[src/rtl/dmem_arbiter_if.sv]
// Bus bundle between the CPU MEM stage, the debug/loader port and the data memory.
// The arbiter takes the slave view; the environment (CPU, debug master, memory) takes the master view.
interface dmem_arbiter_if #(
    parameter int ADDR_W = 64,
    parameter int DATA_W = 64
);
    logic              halt;

    logic              cpu_req;
    logic              cpu_rw;
    logic [ADDR_W-1:0] cpu_addr;
    logic [DATA_W-1:0] cpu_wdata;
    logic [2:0]        cpu_width;
    logic [DATA_W-1:0] cpu_rdata;
    logic              cpu_stall;

    logic              dbg_req;
    logic              dbg_rw;
    logic [ADDR_W-1:0] dbg_addr;
    logic [DATA_W-1:0] dbg_wdata;
    logic [2:0]        dbg_width;
    logic              dbg_ack;
    logic [DATA_W-1:0] dbg_rdata;

    logic              mem_rw;
    logic [ADDR_W-1:0] mem_addr;
    logic [DATA_W-1:0] mem_wdata;
    logic [2:0]        mem_width;
    logic [DATA_W-1:0] mem_rdata;

    modport slave (
        input  halt,
        input  cpu_req, cpu_rw, cpu_addr, cpu_wdata, cpu_width,
        output cpu_rdata, cpu_stall,
        input  dbg_req, dbg_rw, dbg_addr, dbg_wdata, dbg_width,
        output dbg_ack, dbg_rdata,
        output mem_rw, mem_addr, mem_wdata, mem_width,
        input  mem_rdata
    );

    modport master (
        output halt,
        output cpu_req, cpu_rw, cpu_addr, cpu_wdata, cpu_width,
        input  cpu_rdata, cpu_stall,
        output dbg_req, dbg_rw, dbg_addr, dbg_wdata, dbg_width,
        input  dbg_ack, dbg_rdata,
        input  mem_rw, mem_addr, mem_wdata, mem_width,
        output mem_rdata
    );
endinterface

[src/rtl/dmem_arbiter.sv]
// Data-memory arbiter: CPU has priority, debug port gets a slot within MAX_WAIT cycles
// of CPU traffic at the cost of a single CPU stall cycle.
//
// state    | meaning
// ---------+------------------------------------------------------------
// CPU_OWN  | CPU drives memory; pending debug request ages in wait_cnt
// DBG_ACC  | debug port drives memory; CPU stalled if it is requesting
// DBG_DONE | dbg_ack pulse; CPU owns memory, dbg_req ignored
module dmem_arbiter #(
    parameter int ADDR_W   = 64,
    parameter int DATA_W   = 64,
    parameter int MAX_WAIT = 4
) (
    input  logic clk,
    input  logic rst,
    dmem_arbiter_if.slave bus
);
    localparam int CW = $clog2(MAX_WAIT + 1);
    localparam logic [CW-1:0] WAIT_MAX = CW'(MAX_WAIT);

    typedef enum logic [1:0] {
        CPU_OWN  = 2'd0,
        DBG_ACC  = 2'd1,
        DBG_DONE = 2'd2
    } state_t;

    state_t            state_q, state_d;
    logic [CW-1:0]     wait_cnt, wait_d;
    logic              dbg_ack_q;
    logic [DATA_W-1:0] dbg_rdata_q;
    logic [ADDR_W-1:0] sel_addr;
    logic [DATA_W-1:0] sel_wdata;
    logic              dbg_sel;

    always_ff @(posedge clk or posedge rst) begin
        if (rst) begin
            state_q     <= CPU_OWN;
            wait_cnt    <= '0;
            dbg_ack_q   <= 1'b0;
            dbg_rdata_q <= '0;
        end else begin
            state_q   <= state_d;
            wait_cnt  <= wait_d;
            dbg_ack_q <= (state_q == DBG_ACC);
            if ((state_q == DBG_ACC) && !bus.dbg_rw)
                dbg_rdata_q <= bus.mem_rdata;
        end
    end

    always_comb begin
        state_d = state_q;
        wait_d  = wait_cnt;
        case (state_q)
            CPU_OWN: begin
                if (bus.dbg_req && (!bus.cpu_req || bus.halt || wait_cnt == WAIT_MAX)) begin
                    state_d = DBG_ACC;
                    wait_d  = '0;
                end else if (!bus.dbg_req) begin
                    // a withdrawn request loses its accumulated priority
                    wait_d = '0;
                end else if (wait_cnt != WAIT_MAX) begin
                    wait_d = wait_cnt + CW'(1);
                end
            end
            DBG_ACC:  state_d = DBG_DONE;
            DBG_DONE: state_d = CPU_OWN;
            default:  state_d = CPU_OWN;
        endcase
    end

    assign dbg_sel   = (state_q == DBG_ACC);
    assign sel_addr  = dbg_sel ? bus.dbg_addr  : bus.cpu_addr;
    assign sel_wdata = dbg_sel ? bus.dbg_wdata : bus.cpu_wdata;

    // write enable is qualified by the owner's request so an idle port never stores
    assign bus.mem_rw    = dbg_sel ? (bus.dbg_req & bus.dbg_rw) : (bus.cpu_req & bus.cpu_rw);
    assign bus.mem_addr  = sel_addr;
    assign bus.mem_wdata = sel_wdata;
    assign bus.mem_width = dbg_sel ? bus.dbg_width : bus.cpu_width;

    assign bus.cpu_rdata = bus.mem_rdata;
    assign bus.cpu_stall = bus.cpu_req & dbg_sel;
    assign bus.dbg_ack   = dbg_ack_q;
    assign bus.dbg_rdata = dbg_rdata_q;
endmodule

[src/flat_wrapper.sv]
// flat-port wrapper written by rule: the top's interface ports become plain ports
module dmem_arbiter_flat 
#(
    parameter int ADDR_W   = 64,
    parameter int DATA_W   = 64,
    parameter int MAX_WAIT = 4
)
  (clk, rst, bus_halt, bus_cpu_req, bus_cpu_rw, bus_cpu_addr, bus_cpu_wdata, bus_cpu_width, bus_cpu_rdata, bus_cpu_stall, bus_dbg_req, bus_dbg_rw, bus_dbg_addr, bus_dbg_wdata, bus_dbg_width, bus_dbg_ack, bus_dbg_rdata, bus_mem_rw, bus_mem_addr, bus_mem_wdata, bus_mem_width, bus_mem_rdata);
  dmem_arbiter_if #(.ADDR_W(ADDR_W), .DATA_W(DATA_W)) bus_i ();
  input  logic clk;
  input  logic rst;
  input wire logic [$bits(bus_i.halt)-1:0] bus_halt;
  input wire logic [$bits(bus_i.cpu_req)-1:0] bus_cpu_req;
  input wire logic [$bits(bus_i.cpu_rw)-1:0] bus_cpu_rw;
  input wire logic [$bits(bus_i.cpu_addr)-1:0] bus_cpu_addr;
  input wire logic [$bits(bus_i.cpu_wdata)-1:0] bus_cpu_wdata;
  input wire logic [$bits(bus_i.cpu_width)-1:0] bus_cpu_width;
  output wire logic [$bits(bus_i.cpu_rdata)-1:0] bus_cpu_rdata;
  output wire logic [$bits(bus_i.cpu_stall)-1:0] bus_cpu_stall;
  input wire logic [$bits(bus_i.dbg_req)-1:0] bus_dbg_req;
  input wire logic [$bits(bus_i.dbg_rw)-1:0] bus_dbg_rw;
  input wire logic [$bits(bus_i.dbg_addr)-1:0] bus_dbg_addr;
  input wire logic [$bits(bus_i.dbg_wdata)-1:0] bus_dbg_wdata;
  input wire logic [$bits(bus_i.dbg_width)-1:0] bus_dbg_width;
  output wire logic [$bits(bus_i.dbg_ack)-1:0] bus_dbg_ack;
  output wire logic [$bits(bus_i.dbg_rdata)-1:0] bus_dbg_rdata;
  output wire logic [$bits(bus_i.mem_rw)-1:0] bus_mem_rw;
  output wire logic [$bits(bus_i.mem_addr)-1:0] bus_mem_addr;
  output wire logic [$bits(bus_i.mem_wdata)-1:0] bus_mem_wdata;
  output wire logic [$bits(bus_i.mem_width)-1:0] bus_mem_width;
  input wire logic [$bits(bus_i.mem_rdata)-1:0] bus_mem_rdata;
  assign bus_i.halt = bus_halt;
  assign bus_i.cpu_req = bus_cpu_req;
  assign bus_i.cpu_rw = bus_cpu_rw;
  assign bus_i.cpu_addr = bus_cpu_addr;
  assign bus_i.cpu_wdata = bus_cpu_wdata;
  assign bus_i.cpu_width = bus_cpu_width;
  assign bus_cpu_rdata = bus_i.cpu_rdata;
  assign bus_cpu_stall = bus_i.cpu_stall;
  assign bus_i.dbg_req = bus_dbg_req;
  assign bus_i.dbg_rw = bus_dbg_rw;
  assign bus_i.dbg_addr = bus_dbg_addr;
  assign bus_i.dbg_wdata = bus_dbg_wdata;
  assign bus_i.dbg_width = bus_dbg_width;
  assign bus_dbg_ack = bus_i.dbg_ack;
  assign bus_dbg_rdata = bus_i.dbg_rdata;
  assign bus_mem_rw = bus_i.mem_rw;
  assign bus_mem_addr = bus_i.mem_addr;
  assign bus_mem_wdata = bus_i.mem_wdata;
  assign bus_mem_width = bus_i.mem_width;
  assign bus_i.mem_rdata = bus_mem_rdata;
  dmem_arbiter #(.ADDR_W(ADDR_W), .DATA_W(DATA_W), .MAX_WAIT(MAX_WAIT)) u_core (.clk(clk), .rst(rst), .bus(bus_i));
endmodule
[config.mk]
export PLATFORM = sky130hd
export DESIGN_NAME = dmem_arbiter_flat
export DESIGN_NICKNAME = d
export VERILOG_FILES = /design/src/rtl/dmem_arbiter_if.sv /design/src/rtl/dmem_arbiter.sv /design/src/flat_wrapper.sv
export SDC_FILE = /design/constraint.sdc
export NUM_CORES = 1
export LEC_CHECK = 0
export CAP_MARGIN = 40
export CORE_AREA = 2 2 231 233
export CTS_CLUSTER_SIZE = 8
export DETAILED_ROUTE_END_ITERATION = 10
export DIE_AREA = 0 0 233 235
export GPL_TIMING_DRIVEN = 0
export PLACE_DENSITY = 0.45
export SLEW_MARGIN = 0
export SYNTH_ARGS = -nofsm -noshare
export SYNTH_HDL_FRONTEND = slang
export SYNTH_SLANG_ARGS = --single-unit
export TNS_END_PERCENT = 5
[constraint.sdc]
create_clock -name clk -period 2.2 [get_ports clk]
set_input_delay 0.44 -clock clk [delete_from_list [all_inputs] [get_ports clk]]
set_output_delay 0.44 -clock clk [all_outputs]
set_load 0.1 [all_outputs]
==> flow_metrics.env, run 1 <==
export IMPL_status="complete, but fails checks"
export IMPL_violations="negative setup slack"
export IMPL_hpwl_um=34420
export IMPL_synthXorXnorAreaFrac_pct=0
export IMPL_cts_sinks=70
export IMPL_core_mm2=0.05224
export IMPL_synth_compound_area_share_pct=0.8191
export IMPL_use_met3_pct=3.471
export IMPL_grt_max_degree=33
export IMPL_cp_num_buf_inv=4
export IMPL_synth_area_leaders="dfrtp_1 35%, mux2_2 30%, mux2_4 18%"
export IMPL_drt_initial_drc_count=151
export IMPL_grt_busiest_layer="met2"
export IMPL_place_inst=1924
export IMPL_drv_cap=0
export IMPL_dieArea_mm2=0.05476
export IMPL_rsz0062_at_grt="true"
export IMPL_routed_via_density=3.338
export IMPL_p_switching_w=0.008076
export IMPL_synthDistinctLibCells=22
export IMPL_instances_no_fill=1828
export IMPL_port_buffers=594
export IMPL_fin_skew_ns=0.008113
export IMPL_synth_top_family_by_area="multiplexers"
export IMPL_final_hold_viol_count=0
export IMPL_slew_headroom_pct=75.83
export IMPL_clock_fmax_mhz=409.3
export IMPL_cp_common_cell="clkbuf_16"
export IMPL_cts_buffers=9
export IMPL_leakage_nw=7.902
export IMPL_grtUsageTotal_pct=13.97
export IMPL_yosys_area_top_type="dfrtp_1"
export IMPL_vias=6101
export IMPL_antenna_found_initial=4
export IMPL_cts_root_buf="clkbuf_16"
export IMPL_worstPathCellList="nor2b_4 > buf_12 > clkbuf_16 > clkbuf_16 > mux2_4 > buf_16"
export IMPL_cts_tree="done"
export IMPL_setup_viol=132
export IMPL_placed_area_mm2=0.01775
export IMPL_grt_util_met1_pct=13.94
export IMPL_p_int_w=0.008499
export IMPL_clockPowerShare_pct=10.2
export IMPL_nNetsFinal=1470
export IMPL_yosysSeqAreaShare_pct=34.75
export IMPL_h_tree_depth=3
export IMPL_fin_crit_sh_pct=111.0
export IMPL_worst_pin_slew_ns=0.3614
export IMPL_drc_errors=0
export IMPL_critPathRequiredTime_ns=1.76
export IMPL_cpPeakStageDelay_ns=0.41
export IMPL_wl_per_cell_um=21.37
export IMPL_muxShareOfSynthArea_pct=48.03
export IMPL_netlist_area_leader_share_pct=34.75
export IMPL_die_width_um=233
export IMPL_fp_row_count=84
export IMPL_antenna_left=0
export IMPL_power_frac_seq_pct=11.6
export IMPL_setup_slack_ns=-0.2430
export IMPL_max_vdd_ir_drop_mv=0.4393
export IMPL_grt_pass1_vias=7097
export IMPL_grt_pass1_wl_um=53790
export IMPL_grt_use_met2_pct=27.68
export IMPL_critPathKind="reg2out"
export IMPL_period_minus_slack_ns=2.443
export IMPL_place_congestion=0.8598
export IMPL_path_clk_slew_ns=0.07
export IMPL_routed_wl_um=39070
export IMPL_drt_pass1_iterations=4
export IMPL_synth_fa_ha_area_share_pct=0.4964
export IMPL_syn_area_mm2=0.005041
export IMPL_syn_to_final_growth_pct=258.8
export IMPL_ys_ff_latch=70
export IMPL_final_max_slew_viol_count=0
export IMPL_overflow=0
export IMPL_insertion_delay_ns=0.36
export IMPL_yosys_area_share_simple_pct=1.613
export IMPL_io_pins=595
export IMPL_syn_nets=713
export IMPL_die_h_um=235
export IMPL_end_kind="output pin"
export IMPL_fin_area_mm2=0.01809
export IMPL_crit_fanout=6
export IMPL_hold_path_class="in2async"
export IMPL_yosys_warnings=0
export IMPL_syn_area_per_cell_um2=13.34
export IMPL_synthCells=378
export IMPL_initial_core_util_pct=9.651
export IMPL_start_kind="flop"
export IMPL_worstPathArrival_ns=2.00
export IMPL_comb_power_share_pct=78.2
export IMPL_clock_path_buffers=2
export IMPL_layout_drive_gt1_share_pct=55.93
export IMPL_p_sw_share_pct=48.73
export IMPL_power_density_mw_per_mm2=916.3
export IMPL_crit_family="buffers and inverters"
export IMPL_cp_slowest_cell="dfrtp_1"
[per-stage QoR]
| stage | util [%] | power (W) | worst slack, ns | hold slack (ns) | setup TNS (ns) |
|---|---|---|---|---|---|
| finish | 34.63 | 0.01658 | -0.2430 | 0.4111 | -23.75 |
| global route | 34.62 | 0.01707 | -0.3088 | 0.4253 | -33.10 |
| CTS | 33.93 | 0.01663 | -0.3611 | 0.3893 | -31.58 |
| detailed placement | 33.98 | 0.01482 | -0.8917 | 0.4809 | -63.07 |
| global placement | 22.71 | 0.01096 | -1.157 | 0.4777 | -137.64 |
| floorplan | - | 0.008422 | -0.008530 | 0.4585 | -0.008530 |
[final timing paths]
path / cells after the start / startpoint / endpoint / slack (ns)
min in group clk: 1 / u_core.bus.dbg_rdata[62] / u_core.bus.dbg_rdata[62] / 0.50
max in group asynchronous: 3 / rst / u_core.bus.dbg_rdata[31] / 1.29
hold / removal: 2 / rst / u_core.bus.dbg_rdata[55] / 0.41
setup / recovery: 6 / u_core.state_q[1] / bus_mem_addr[29] / -0.24
hold reg to reg: 1 / u_core.bus.dbg_rdata[62] / u_core.bus.dbg_rdata[62] / 0.50
setup reg to reg: 9 / u_core.state_q[1] / u_core.bus.dbg_rdata[18] / 0.14
[final cells by class]
type | instances | area (µm²)
antenna | 1 | 2.502
buffer | 85 | 899.6
clock buffer | 12 | 256.5
clock inverter | 3 | 67.56
fill | 4925 | 34150
inverter | 4 | 18.77
multi-input combinational | 218 | 3075
sequential | 70 | 1752
tap | 688 | 860.8
timing repair buffer | 747 | 11160
[layout by cell type (no fill, tap or decap), drive strengths merged]
cell             n
a21oi            1
a31oi            1
and2             1
buf            416
bufinv           2
clkbuf          19
clkdlybuf4s50  399
clkinvlp         2
dfrtp           70
diode            1
dlygate4sd2     10
ha               2
inv              3
mux2           195
nand2            5
nand3            2
nor2             1
nor2b            4
nor3b            1
o21ai            2
o22ai            2
o31ai            1
[timing repair]
item	4_1_cts	5_1_grt
hold buffers	0	0
pin swaps	0	1
setup buffers	8	6
setup endpoints to repair	182	164
cloned	1	7
resized for setup	288	64
[Yosys cell counts, drive strengths merged]
master  number
and2         1
a31oi        1
o21ai        2
mux2       195
nor3b        1
nor2         1
inv          4
a21oi        1
nor2b        4
dfrtp       70
buf         86
o31ai        1
nand3        2
nand2        5
ha           2
o22ai        2
[logic make-up after synthesis]
group	Yosys count
compound gates	7
fa+ha+maj	2
buf+inv	90
flops	70
mux	195
simple gates	14
[registers in the layout (all words and copies together), names as in the netlist]
| register | count |
|---|---|
| u_core.bus.dbg_rdata | 64 |
| u_core.wait_cnt | 3 |
| u_core.state_q | 2 |
| u_core.bus.dbg_ack | 1 |
[power by group through the flow]
stage / clock, W / sequential [W] / combinational (W)
after floorplan: 0 / 0.00485 / 0.00357
after global placement: 0 / 0.00192 / 0.00905
after detailed placement: 0 / 0.00193 / 0.0129
after CTS: 0.00179 / 0.00192 / 0.0129
after global routing: 0.00183 / 0.00197 / 0.0133
final: 0.00169 / 0.00192 / 0.0130
[layer usage]
layer	vias to the layer above	part of all wire, %
met5	-	0.031
met4	2	2.3
met3	32	6.7
met2	348	57
met1	2927	34
li1	2792	-
[worst reg2reg max path: stages, from the launching register on]
cell and delay (ns):
dfrtp_1 0.41, nor2b_4 0.20, buf_12 0.13, buf_8 0.10
buf_8 0.12, buf_4 0.11, nor2b_4 0.12, buf_6 0.22
buf_12 0.22, mux2_4 0.31
Power figures use the tool's default switching activity.
==> run 2, diff against run 1 <==
--- a/config.mk
+++ b/config.mk
@@ -7,10 +7,11 @@
 export LEC_CHECK = 0
 export CAP_MARGIN = 40
-export CORE_AREA = 2 2 231 233
+export CORE_AREA = 2 2 233 235
 export CTS_CLUSTER_SIZE = 8
 export DETAILED_ROUTE_END_ITERATION = 10
-export DIE_AREA = 0 0 233 235
+export DIE_AREA = 0 0 235 237
+export DONT_BUFFER_PORTS = 1
 export GPL_TIMING_DRIVEN = 0
-export PLACE_DENSITY = 0.45
+export PLACE_DENSITY = 0.3
 export SLEW_MARGIN = 0
 export SYNTH_ARGS = -nofsm -noshare
==> constraint.sdc (replaced) <==
create_clock -name clk -period 2.2 [get_ports clk]
set_input_delay 0.44 -clock clk [delete_from_list [all_inputs] [get_ports clk]]
set_output_delay 0.44 -clock clk [all_outputs]
set_load 0.02 [all_outputs]
==> run 2 against run 1 <==
  * The run still ends with negative setup slack left
  * Worst hold slack got worse by 0.21 ns
  * Critical path depth decreased by 1
  * Clock-buffer cell count decreased by 3
  * Register-to-register slack improved by 0.21 ns
  * Clock skew about the same
  * Global-route usage decreased by 4.8 points
  * Highest routed layer is now met4
==> flow_metrics.env, run 2 (synthesized netlist as in run 1, its figures left out) <==
export IMPL_status="complete, but fails checks"
export IMPL_violations="negative setup slack"
export IMPL_largest_reg_flops=64
export IMPL_die_h_um=237
export IMPL_grt_max_degree=34
export IMPL_cp_common_cell="buf_12"
export IMPL_cts_tree="done"
export IMPL_clock_fmax_mhz=454.0
export IMPL_initial_core_util_pct=9.461
export IMPL_routed_via_density=2.952
export IMPL_critPathKind="reg2out"
export IMPL_holdWs_ns=0.2060
export IMPL_final_hold_viol_count=0
export IMPL_hold_path_class="in2reg"
export IMPL_drt_pass1_iterations=4
export IMPL_cpPeakStageDelay_ns=0.41
export IMPL_port_buffers=0
export IMPL_nNetsFinal=740
export IMPL_grt_pass1_wl_um=33420
export IMPL_core_mm2=0.05328
export IMPL_drc_errors=0
export IMPL_worstPathArrival_ns=1.76
export IMPL_cts_sinks=70
export IMPL_die_width_um=235
export IMPL_path_clk_slew_ns=0.06
export IMPL_h_tree_depth=3
export IMPL_fin_util_pct=13.43
export IMPL_hpwl_um=23750
export IMPL_insertion_delay_ns=0.37
export IMPL_crit_fanout=6
export IMPL_hold_depth=2
export IMPL_start_kind="flop"
export IMPL_cts_root_buf="clkbuf_16"
export IMPL_final_common_cell="mux2_4"
export IMPL_setup_slack_ns=-0.002742
export IMPL_seqCellArea_mm2=0.001752
export IMPL_rsz0062_at_grt="true"
export IMPL_wl_per_cell_um=24.57
export IMPL_syn_to_final_growth_pct=41.97
export IMPL_fin_skew_ns=0.008414
export IMPL_layout_drive_gt1_share_pct=77.32
export IMPL_place_congestion=0.9070
export IMPL_grtUsageTotal_pct=9.190
export IMPL_fill_cells=5931
export IMPL_rr_worst_depth=7
export IMPL_antenna_found_initial=8
export IMPL_fin_crit_sh_pct=100.1
export IMPL_final_max_slew_viol_count=0
export IMPL_max_vdd_ir_drop_mv=0.3429
export IMPL_period_minus_slack_ns=2.203
export IMPL_worst_pin_slew_ns=0.5548
export IMPL_critPathRequiredTime_ns=1.76
export IMPL_power_density_mw_per_mm2=904.1
export IMPL_clock_path_buffers=2
export IMPL_leakage_nw=3.026
export IMPL_drt_initial_drc_count=109
export IMPL_antenna_left=0
export IMPL_routed_wl_um=27390
export IMPL_grt_pass1_vias=3462
export IMPL_drv_cap=0
export IMPL_cts_buffers=9
export IMPL_io_pins=595
export IMPL_cp_slowest_cell="dfrtp_1"
export IMPL_dieArea_mm2=0.05570
export IMPL_end_kind="output pin"
export IMPL_final_cell_mix="181 x mux2_4, 70 x buf_4, 70 x dfrtp_1, 22 x buf_12, 14 x mux2_2"
export IMPL_worstPathCellList="nor2b_4 > buf_12 > buf_12 > buf_12 > mux2_4"
export IMPL_vias=3291
export IMPL_setup_viol=1
export IMPL_multiInputGateArea_mm2=0.003033
export IMPL_fp_row_count=85
export IMPL_overflow=0
export IMPL_slew_headroom_pct=62.94
-- run 2: cell types whose count changed in the layout (fill, tap and decap cells not counted), sizes merged, moves of 4 or more --
cell | previous run | this run
dlygate4sd2 | 10 | 0
buf | 416 | 98
clkbuf | 19 | 12
clkdlybuf4s50 | 399 | 0
inv | 3 | 7
diode | 1 | 9
-- run 2: cell type report --
cell class / count / area share, %
Inverter: 4 / 0.2622
Buffer: 86 / 12.50
Multi-Input combinational cell: 218 / 42.38
Tap cell: 696 / 12.17
Antenna cell: 9 / 0.3147
Timing Repair Buffer: 16 / 3.357
Clock buffer: 9 / 3.147
Clock inverter: 7 / 1.399
Sequential cell: 70 / 24.48
-- run 2: layer usage --
layer / share of wire (%) / global-route usage [%] / wire [µm]
met5: 0 / 0 / 0
met4: 4.2 / 4.891 / 1145
met3: 6.6 / 2.600 / 1798
met2: 50 / 15.39 / 13770
met1: 39 / 10.61 / 10680
-- run 2: final timing paths --
check | from | to | slack [ns]
worst max register to register | u_core.state_q[1] | u_core.bus.dbg_rdata[45] | 0.35
min in group asynchronous | rst | u_core.bus.dbg_rdata[42] | 0.61
max in group asynchronous | rst | u_core.bus.dbg_rdata[7] | 1.03
worst min-delay path | bus_dbg_req | u_core.wait_cnt[2] | 0.21
worst max-delay path | u_core.state_q[1] | bus_mem_addr[49] | -0.003
worst min register to register | u_core.wait_cnt[0] | u_core.wait_cnt[0] | 0.53
-- run 2: report_power, final --
part           internal (W)  switching (W)  leakage (nW)
registers           0.00169       0.000822         0.839
clock network       0.00101       0.000665         0.161
logic               0.00121        0.00107          2.03
total               0.00391        0.00256          3.03
-- run 2: worst max-delay path: cells and delay by family, from the launching register on --
| family | cells | cell delay (ns) |
|---|---|---|
| buf+inv | 3 | 0.43 |
| flops | 1 | 0.41 |
| mux | 1 | 0.38 |
| simple gates | 1 | 0.15 |
-- run 2: metrics by stage --
| stage | std cells | total power (W) | instance area [µm²] | TNS (ns) | setup WS, ns |
|---|---|---|---|---|---|
| after detailed placement | 1077 | 0.004523 | 5963 | -0.4882 | -0.09529 |
| after floorplan | 378 | 0.004014 | 5045 | 0 | 0.2857 |
| after global routing | 1115 | 0.006808 | 7157 | -5.731 | -0.09645 |
| after CTS | 1103 | 0.006621 | 7019 | -4.039 | -0.09131 |
| final | 1115 | 0.006470 | 7157 | -0.002742 | -0.002742 |
| after global placement | 1074 | 0.004542 | 5916 | -1.012 | -0.5811 |
-- run 2: timing repair --
action / in CTS / in global routing
gates cloned: 2 / 3
resized for setup: 171 / 9
pin swaps: 0 / 0
setup buffers: 7 / 0
setup endpoints to repair: 133 / 126
hold endpoints to repair: 15 / 0
hold buffers: 1 / 0
